File: config.mk
export PLATFORM = sky130hd
export DESIGN_NAME = mem_access_stage
export DESIGN_NICKNAME = d
export VERILOG_FILES = /design/src/rtl/mem_pkg.sv /design/src/rtl/mem_access_stage_load_align.sv /design/src/rtl/mem_access_stage_regwe.sv /design/src/rtl/mem_access_stage.sv
export SDC_FILE = /design/constraint.sdc
export NUM_CORES = 1
export LEC_CHECK = 0
export BUFFER_PORTS_ARGS = -buffer_cell sky130_fd_sc_hd__buf_2
export CORE_AREA = 2 2 123 125
export CTS_CLUSTER_SIZE = 8
export DETAILED_ROUTE_END_ITERATION = 7
export DIE_AREA = 0 0 125 127
export GPL_ROUTABILITY_DRIVEN = 0
export HOLD_SLACK_MARGIN = 0.12
export PLACE_DENSITY = 0.76
export SYNTH_ARGS = -nofsm -noshare
export SYNTH_HDL_FRONTEND = slang
export SYNTH_HIERARCHICAL = 1
export SYNTH_SLANG_ARGS = --single-unit
File: constraint.sdc
create_clock -name clk -period 3.8 [get_ports clk]
set_input_delay 0.19 -clock clk [delete_from_list [all_inputs] [get_ports clk]]
set_output_delay 0.19 -clock clk [all_outputs]
set_load 0.02 [all_outputs]
File: src/rtl/mem_pkg.sv
// Shared definitions for the MEM pipeline stage.
// Holds the 4-bit memory op codes, the MEM stage state encoding and
// small decode helpers for load/store classification, alignment checks
// and store lane generation.
package mem_pkg;

  localparam logic [3:0] MEMOP_NONE = 4'd0;
  localparam logic [3:0] MEMOP_LB   = 4'd1;
  localparam logic [3:0] MEMOP_LBU  = 4'd2;
  localparam logic [3:0] MEMOP_LH   = 4'd3;
  localparam logic [3:0] MEMOP_LHU  = 4'd4;
  localparam logic [3:0] MEMOP_LW   = 4'd5;
  localparam logic [3:0] MEMOP_SB   = 4'd6;
  localparam logic [3:0] MEMOP_SH   = 4'd7;
  localparam logic [3:0] MEMOP_SW   = 4'd8;

  typedef enum logic [1:0] {
    ST_IDLE = 2'd0,
    ST_BUSY = 2'd1,
    ST_DONE = 2'd2
  } state_e;

  function automatic logic is_load(input logic [3:0] op);
    return (op == MEMOP_LB) || (op == MEMOP_LBU) || (op == MEMOP_LH) ||
           (op == MEMOP_LHU) || (op == MEMOP_LW);
  endfunction

  function automatic logic is_store(input logic [3:0] op);
    return (op == MEMOP_SB) || (op == MEMOP_SH) || (op == MEMOP_SW);
  endfunction

  // Halfwords need addr[0]=0, words need addr[1:0]=0; bytes never fault.
  function automatic logic is_misaligned(input logic [3:0] op, input logic [1:0] off);
    logic half, word;
    half = (op == MEMOP_LH) || (op == MEMOP_LHU) || (op == MEMOP_SH);
    word = (op == MEMOP_LW) || (op == MEMOP_SW);
    return (half && off[0]) || (word && (off != 2'b00));
  endfunction

  function automatic logic [3:0] store_strb(input logic [3:0] op, input logic [1:0] off);
    logic [3:0] s;
    s = 4'b0000;
    case (op)
      MEMOP_SB: begin
        case (off)
          2'd0:    s = 4'b0001;
          2'd1:    s = 4'b0010;
          2'd2:    s = 4'b0100;
          default: s = 4'b1000;
        endcase
      end
      MEMOP_SH: s = off[1] ? 4'b1100 : 4'b0011;
      MEMOP_SW: s = 4'b1111;
      default:  s = 4'b0000;
    endcase
    return s;
  endfunction

  // Replicate the store value across all lanes so the strobes alone pick the bytes.
  function automatic logic [31:0] store_lanes(input logic [3:0] op, input logic [31:0] d);
    logic [31:0] w;
    case (op)
      MEMOP_SB: w = {4{d[7:0]}};
      MEMOP_SH: w = {2{d[15:0]}};
      default:  w = d;
    endcase
    return w;
  endfunction

endpackage

File: src/rtl/mem_access_stage_load_align.sv
// load_align: combinational load data extraction.
// Picks the addressed byte/halfword out of a 32-bit bus word and sign- or
// zero-extends it according to the load op. Non-load ops yield zero.
// Ports: i_op (MEMOP_*), i_off (addr[1:0]), i_rdata (bus word), o_data (result).
module load_align
  import mem_pkg::*;
(
  input  logic [3:0]  i_op,
  input  logic [1:0]  i_off,
  input  logic [31:0] i_rdata,
  output logic [31:0] o_data
);

  logic [7:0]  byte_sel;
  logic [15:0] half_sel;

  always_comb begin
    case (i_off)
      2'd0:    byte_sel = i_rdata[7:0];
      2'd1:    byte_sel = i_rdata[15:8];
      2'd2:    byte_sel = i_rdata[23:16];
      default: byte_sel = i_rdata[31:24];
    endcase
    half_sel = i_off[1] ? i_rdata[31:16] : i_rdata[15:0];
  end

  always_comb begin
    case (i_op)
      MEMOP_LB:  o_data = {{24{byte_sel[7]}}, byte_sel};
      MEMOP_LBU: o_data = {24'd0, byte_sel};
      MEMOP_LH:  o_data = {{16{half_sel[15]}}, half_sel};
      MEMOP_LHU: o_data = {16'd0, half_sel};
      MEMOP_LW:  o_data = i_rdata;
      default:   o_data = 32'd0;
    endcase
  end

endmodule

File: src/rtl/mem_access_stage_regwe.sv
// RegWithWE: plain register with write enable and asynchronous
// active-low reset to zero.
// Ports: clk, resetn, i_we (load enable), i_d (next value), o_q (held value).
module RegWithWE #(
  parameter int W = 1
) (
  input  logic         clk,
  input  logic         resetn,
  input  logic         i_we,
  input  logic [W-1:0] i_d,
  output logic [W-1:0] o_q
);

  always_ff @(posedge clk or negedge resetn) begin
    if (!resetn) o_q <= '0;
    else if (i_we) o_q <= i_d;
  end

endmodule

File: src/rtl/mem_access_stage.sv
// mem_access_stage: MEM pipeline stage between EX/MEM and MEM/WB.
// Runs loads/stores over a single-port req/ack data bus, stalls upstream
// while an access is in flight, and presents the final GPR write with a
// ready strobe for MEM_WB_reg.i_ena. Non-memory instructions and address
// exceptions pass through combinationally with no added latency.
// Ports:
//   clk, resetn                 clock, async active-low reset
//   i_EX_*                      instruction from EX/MEM
//   o_stall                     freeze upstream stages
//   o_MEM_ready, o_MEM_GPR_*    result toward MEM/WB
//   o_adel, o_ades              load/store address-error pulses
//   o_dbus_*, i_dbus_*          data bus request/response
module mem_access_stage
  import mem_pkg::*;
#(
  parameter int ADDR_W = 32
) (
  input  logic              clk,
  input  logic              resetn,
  input  logic              i_EX_valid,
  input  logic [3:0]        i_EX_mem_op,
  input  logic [ADDR_W-1:0] i_EX_addr,
  input  logic [31:0]       i_EX_store_data,
  input  logic              i_EX_GPR_we,
  input  logic [4:0]        i_EX_GPR_waddr,
  input  logic [31:0]       i_EX_GPR_wdata,
  output logic              o_stall,
  output logic              o_MEM_ready,
  output logic              o_MEM_GPR_we,
  output logic [4:0]        o_MEM_GPR_waddr,
  output logic [31:0]       o_MEM_GPR_wdata,
  output logic              o_adel,
  output logic              o_ades,
  output logic              o_dbus_req,
  output logic              o_dbus_we,
  output logic [ADDR_W-1:0] o_dbus_addr,
  output logic [3:0]        o_dbus_wstrb,
  output logic [31:0]       o_dbus_wdata,
  input  logic              i_dbus_ack,
  input  logic [31:0]       i_dbus_rdata
);

  state_e st_q, st_d;

  logic op_ld, op_st, mem_v, mis, accept, capture;

  logic [3:0]        op_q;
  logic [1:0]        off_q;
  logic [4:0]        waddr_q;
  logic              we_q;
  logic [ADDR_W-3:0] baddr_q;
  logic              bwe_q;
  logic [3:0]        wstrb_q;
  logic [31:0]       bwdata_q;
  logic [31:0]       ld_data_q;
  logic [31:0]       ld_align;

  assign op_ld   = is_load(i_EX_mem_op);
  assign op_st   = is_store(i_EX_mem_op);
  assign mem_v   = i_EX_valid && (op_ld || op_st);
  assign mis     = is_misaligned(i_EX_mem_op, i_EX_addr[1:0]);
  assign accept  = (st_q == ST_IDLE) && mem_v && !mis;
  assign capture = (st_q == ST_BUSY) && i_dbus_ack;

  RegWithWE #(.W(4)) u_op_q (
    .clk(clk), .resetn(resetn), .i_we(accept), .i_d(i_EX_mem_op), .o_q(op_q)
  );
  RegWithWE #(.W(2)) u_off_q (
    .clk(clk), .resetn(resetn), .i_we(accept), .i_d(i_EX_addr[1:0]), .o_q(off_q)
  );
  RegWithWE #(.W(5)) u_waddr_q (
    .clk(clk), .resetn(resetn), .i_we(accept), .i_d(i_EX_GPR_waddr), .o_q(waddr_q)
  );
  // Stores never write the register file.
  RegWithWE #(.W(1)) u_we_q (
    .clk(clk), .resetn(resetn), .i_we(accept), .i_d(i_EX_GPR_we && op_ld), .o_q(we_q)
  );
  RegWithWE #(.W(ADDR_W-2)) u_baddr_q (
    .clk(clk), .resetn(resetn), .i_we(accept), .i_d(i_EX_addr[ADDR_W-1:2]), .o_q(baddr_q)
  );
  RegWithWE #(.W(1)) u_bwe_q (
    .clk(clk), .resetn(resetn), .i_we(accept), .i_d(op_st), .o_q(bwe_q)
  );
  RegWithWE #(.W(4)) u_wstrb_q (
    .clk(clk), .resetn(resetn), .i_we(accept),
    .i_d(store_strb(i_EX_mem_op, i_EX_addr[1:0])), .o_q(wstrb_q)
  );
  RegWithWE #(.W(32)) u_bwdata_q (
    .clk(clk), .resetn(resetn), .i_we(accept),
    .i_d(store_lanes(i_EX_mem_op, i_EX_store_data)), .o_q(bwdata_q)
  );

  load_align u_load_align (
    .i_op(op_q), .i_off(off_q), .i_rdata(i_dbus_rdata), .o_data(ld_align)
  );

  RegWithWE #(.W(32)) u_ld_data_q (
    .clk(clk), .resetn(resetn), .i_we(capture), .i_d(ld_align), .o_q(ld_data_q)
  );

  always_ff @(posedge clk or negedge resetn) begin
    if (!resetn) st_q <= ST_IDLE;
    else         st_q <= st_d;
  end

  // Bus outputs come straight from registers; req/we/wstrb are gated by the
  // state so an asynchronous reset drops them immediately.
  assign o_dbus_req   = (st_q == ST_BUSY);
  assign o_dbus_we    = (st_q == ST_BUSY) && bwe_q;
  assign o_dbus_wstrb = (st_q == ST_BUSY) ? wstrb_q : 4'b0000;
  assign o_dbus_addr  = {baddr_q, 2'b00};
  assign o_dbus_wdata = bwdata_q;

  always_comb begin
    st_d            = st_q;
    o_stall         = 1'b0;
    o_MEM_ready     = 1'b0;
    o_MEM_GPR_we    = 1'b0;
    o_MEM_GPR_waddr = i_EX_GPR_waddr;
    o_MEM_GPR_wdata = i_EX_GPR_wdata;
    o_adel          = 1'b0;
    o_ades          = 1'b0;
    case (st_q)
      ST_IDLE: begin
        if (mem_v && mis) begin
          o_adel      = op_ld;
          o_ades      = op_st;
          o_MEM_ready = 1'b1;
        end else if (mem_v) begin
          o_stall = 1'b1;
          st_d    = ST_BUSY;
        end else begin
          o_MEM_ready  = i_EX_valid;
          o_MEM_GPR_we = i_EX_valid && i_EX_GPR_we;
        end
      end
      ST_BUSY: begin
        o_stall = 1'b1;
        if (i_dbus_ack) st_d = ST_DONE;
      end
      ST_DONE: begin
        // EX/MEM still shows the finished instruction here; it is not looked at.
        o_MEM_ready     = 1'b1;
        o_MEM_GPR_we    = we_q;
        o_MEM_GPR_waddr = waddr_q;
        o_MEM_GPR_wdata = ld_data_q;
        st_d            = ST_IDLE;
      end
      default: st_d = ST_IDLE;
    endcase
  end

endmodule

# Yosys cells after proc, flatten, opt, wreduce, memory -nomap -nowiden
# Cells that the tools add are included.
# op_classes
n_eq_ne,22
muxes,27
n_reduce_logical,27
# op_table
cell,count
32-bit case mux with 5 select lines,1
32-bit case mux with 2 select lines,1
32-bit two-way mux,1
4-bit by 3-bit equality test with 1-bit output (second input constant),6
4-bit case mux with 3 select lines,2
8-bit case mux with 3 select lines,1
4-bit by 2-bit equality test with 1-bit output (second input constant),4
16-bit two-way mux,1
1-bit logical OR,11
1-bit logical AND,10
1-bit two-way mux,10
4-bit by 1-bit equality test with 1-bit output (second input constant),2
4-bit two-way mux,2
2-bit by 1-bit equality test with 1-bit output (second input constant),3
2-bit equality test (second input constant),3
2-bit zero test,3
2-bit two-way mux,3
1-bit case mux with 2 select lines,3
5-bit two-way mux,1
4-bit equality test (second input constant),1
2-bit != test (second input constant),2
2-bit case mux with 2 select lines,1
3-bit AND reduction,1
2-bit by 1-bit != test with 1-bit output (second input constant),1
2 further kinds,2
# totals
reg_bits,113
output_inout_bits,112
wordCells,86

# Longest topological paths before layout
# logic_depth
depth_word,10
depth_mapped,8
mapped_depth_nobuf,5

# Hierarchy
# The synthesis kept the hierarchy.
# by_module_without_submodules
module,n_inst,cells_per_inst,area_each_um2,seq_area_each_um2
RegWithWE (u_bwdata_q ...),2,68,1345.0,800.8
RegWithWE (u_baddr_q),1,63,1234.9,750.7
mem_access_stage,1,144,1203.7,50.0
load_align,1,113,782.0,0.0
RegWithWE (u_op_q ...),2,8,145.1,100.1
RegWithWE (u_waddr_q),1,10,181.4,125.1
RegWithWE (u_bwe_q ...),2,2,40.0,25.0
RegWithWE (u_off_q),1,4,72.6,50.0

# Least setup slack after synthesis
# No wires, ideal clock.
# synth_timing
kind,input to register
from,in i_EX_mem_op[0]
to,reg u_bwdata_q.o_q[0]
t_arrival_ns,2.636
slack_ns,1.039
stages,8
path_buffers,3
path_cell_list,buf_4 nor3_1 xnor2_1 nand2_1 nor2_1 buf_6 buf_12 mux2_4
# synth_between
elab_chain_len,9
word_cells_on_any_way,25
# synth_lines
element,line_no,text
start: declaration,mem_access_stage.sv:21,"input logic [3:0] i_EX_mem_op,"
4-bit by 1-bit equality test with 1-bit output or 4-bit by 2-bit equality test with 1-bit output (tied branches),mem_pkg.sv:24,return (op == MEMOP_LB) || (op == MEMOP_LBU) || (op == MEMOP_LH) ||
1-bit logical OR (3 in a row),mem_pkg.sv:24,
1-bit logical OR,mem_pkg.sv:25,(op == MEMOP_LHU) || (op == MEMOP_LW);
1-bit logical OR,mem_access_stage.sv:60,assign mem_v = i_EX_valid && (op_ld || op_st);
1-bit logical AND,mem_access_stage.sv:60,
1-bit logical AND,mem_access_stage.sv:62,assign accept = (st_q == ST_IDLE) && mem_v && !mis;
1-bit logical AND (*),mem_access_stage.sv:62,
via accept,mem_access_stage.sv:45,"logic op_ld, op_st, mem_v, mis, accept, capture;"
end signal: assignment,mem_access_stage_regwe.sv:16,else if (i_we) o_q <= i_d;
end: declaration,mem_access_stage_regwe.sv:11,output logic [W-1:0] o_q
# Mark *: on every way through the listed nets, which the timed path passes. The rest lies on a longest branch.
# A chain may end at the register's enable or synchronous reset.

# Final worst setup path
# layout_timing
from,reg st_q[0]
to,out o_MEM_GPR_wdata[23]
# layout_between
elab_chain_len,2
# layout_lines
element,line_no,text
start: declaration,mem_access_stage.sv:43,"state_e st_q, st_d;"
start signal: assignment,mem_access_stage.sv:103,else st_q <= st_d;
2-bit equality test,mem_access_stage.sv:123,case (st_q)
32-bit two-way mux,mem_access_stage.sv:123,
end: declaration,mem_access_stage.sv:31,"output logic [31:0] o_MEM_GPR_wdata,"
# Every way passes these cells.

==> results_dict.tcl <==
set metrics [dict create \
    fmax_mhz 396 \
    dpl.cell_count 899 \
    syn_to_final_growth_pct 36.6 \
    synth.distinct_cells 55 \
    worst_slew_margin_rel_pct 26.6 \
    layoutNonFillerInstCount 985 \
    syn_area_mm2 0.00654 \
    synth_edf_count 0 \
    setup_viol 0 \
    ios 254 \
    outcome "finished, final reports clean" \
    peakVddDrop_uv 374 \
    required_ns 3.61 \
    period_share_pct 66.5 \
    finalPower_mw 5.77 \
    yosysSeqAreaShare_pct 43.3 \
    clockBufferDepth 2 \
    drc 0 \
    path_cells "nor2b_4 -> mux2_2 -> buf_2" \
    hpwl_mm 12.3 \
    slowest_stage "nor2b_4" \
    drtIter0Drc 242 \
    core_mm2 0.0144 \
    final_util_pct 61.9 \
    clk_pin_slew_ns 0.05 \
    wirelength_mm 17.8 \
    finalHoldViolCount 0 \
    floorplan.die.width_um 125 \
    cts_resized 0 \
    start_util_pct 45.3 \
    port_buffers 251 \
    async_flop_share_pct 100 \
    synth.top_cells.by_count "dfrtp_1, mux2_4, mux2_2" \
    grt-ovfl-total 0 \
    gr-usage-met3_pct 5.99 \
    first_global_vias 5519 \
    die-area_mm2 0.0159 \
    crit_fanout 39 \
    ys_ff_latch 113 \
    diodes 0 \
    h-tree-depth 4 \
    numCtsBuffers 17 \
    p_leak_nw 4.50 \
    postSynthAreaPerCell_um2 13.3 \
    root_buffer "clkbuf_16" \
    period_needed_ns 2.53 \
    wl_per_cell_um 18.1 \
    crit_family "simple AND/OR/NAND/NOR gates" \
    endpoint_kind "output port" \
    busiest_layer "met2" \
    crit_buf_inv 1 \
    yosysWarnings 6 \
    fin_skew_ns 0.00441 \
    synthFlopType "dfrtp_1" \
    rsz0062_at_grt "false" \
    route.vias.total 5080 \
    max_stage_delay_ns 0.86 \
    hold_class "in2reg" \
    viasPerCell 5.16 \
    critPathArrivalTime_ns 2.34 \
    syn_inst 490 \
    synth.most_common_cell "dfrtp_1" \
    yosysTopAreaCell "dfrtp_1" \
    track_usage_pct 22.6 \
    drv_slew 0 \
    ant_nets 0 \
    met2_usage_pct 38.9 \
    power_density_mw_per_mm2 646 \
    grt_max_degree 48 \
    synthTopCellsByArea "dfrtp_1, mux2_4, mux2_2" \
    dieHeight_um 127 \
    rows 44 \
    grt_pass1_wl_mm 28.4 \
    drive_above_1_share_pct 59.6 \
    first_pass_iters 4 \
    reg2reg_slack_ns 1.35 \
    timing.final.ws_setup_ns 1.27 \
    use_met1_pct 26.7 \
    crit_type "reg2out" \
    pre_cts_ws_ns 1.20 \
    start_kind "register" \
    tightest_slew_ns 1.10 \
    clkLatencyLatePin_ns 0.40 \
    final_nets 930 \
    cts_sinks 113 \
    synth_top_area_share_pct 43.3 \
    cts_tree "built" \
    cap_violations 0 \
    setup_tns_ns 0 \
    antenna_found_initial 0 \
]
[kinds of logic after synthesis]
kind of cell	after synthesis	synth area share, %
multiplexers	188	37.4
XOR/XNOR	2	0.268
AO/OA/AOI/OAI	47	5.55
flip-flops	113	43.3
buffers and inverters	40	5.30
other	1	0.0574
AND/OR/NAND/NOR	99	8.12
[placed cells by master, fill, tap and decap left out, drive strengths merged, types with 2 or more instances in the layout]
| cell type | n |
|---|---|
| mux2i | 22 |
| buf | 258 |
| dfrtp | 113 |
| clkinv | 6 |
| and2 | 8 |
| clkbuf | 22 |
| nand4b | 2 |
| nor2b | 8 |
| xnor2 | 2 |
| nor3 | 2 |
| conb | 2 |
| dlygate4sd3 | 54 |
| bufinv | 3 |
| a211o | 6 |
| and3 | 2 |
| a21oi | 4 |
| nor3b | 3 |
| a221o | 2 |
| o31ai | 2 |
| nand2 | 56 |
| o21ai | 15 |
| mux2 | 165 |
| nand3b | 2 |
| o221ai | 8 |
| inv | 6 |
| nor2 | 7 |
[through the flow]
stage	instance area [µm²]	hold slack [ns]
3_5_place_dp	7800	0.220
4_1_cts	8930	0.120
6_report	8930	0.143
3_3_place_gp	7800	0.208
5_1_grt	8930	0.137
2_1_floorplan	6540	-0.106
[metal layers]
metal,vias up,wire length [µm]
met5,-,0
met4,0,429
met3,33,1250
met2,237,8920
met1,2453,7190
li1,2357,-
[final timing paths]
path | startpoint | end | cells past startpoint
min in group asynchronous | resetn | u_baddr_q/o_q[12]$_DFFE_PN0P_ | 2
setup reg to reg | u_off_q/o_q[1]$_DFFE_PN0P_ | u_ld_data_q/o_q[18]$_DFFE_PN0P_ | 4
hold / removal | i_EX_store_data[28] | u_bwdata_q/o_q[28]$_DFFE_PN0P_ | 4
hold reg to reg | u_baddr_q/o_q[18]$_DFFE_PN0P_ | u_baddr_q/o_q[18]$_DFFE_PN0P_ | 1
max in group asynchronous | resetn | u_baddr_q/o_q[27]$_DFFE_PN0P_ | 3
setup / recovery | st_q[0]$_DFFE_PN0P_ | o_MEM_GPR_wdata[23] | 3
[layout make-up]
type / instances / area (µm²)
sequential: 113 / 2830
fill: 1113 / 5490
multi-input combinational: 338 / 3400
clock buffer: 22 / 454
inverter: 6 / 22.5
timing repair buffer: 312 / 1860
tap: 184 / 230
clock inverter: 10 / 135
[timing repair]
| item | CTS | global route |
|---|---|---|
| hold buffers | 54 | 0 |
| setup buffers | 0 | 0 |
| endpoints found under the hold margin | 94 | 0 |
[worst register-to-register path: stages, from the launching register on]
cell	delay [ns]
dfrtp_1	1.01
o21ai_1	0.29
o221ai_4	0.62
nand2_1	0.13
mux2_4	0.29
[flip-flops by register name, summed over array words and instances, names as in the netlist, 2 cells and up]
register and cells:
u_off_q/o_q 2, st_q 2, u_op_q/o_q 4, u_wstrb_q/o_q 4, u_baddr_q/o_q 30, u_ld_data_q/o_q 32, u_waddr_q/o_q 5, u_bwdata_q/o_q 32
[power breakdown]
part | internal, mW | leakage [nW] | switching, mW
clock | 1.04 | 0.288 | 0.552
combinational | 1.13 | 2.81 | 1.02
sequential | 1.66 | 1.40 | 0.361
total | 3.84 | 4.50 | 1.93
Note: power is estimated with default switching activity, not from simulation.
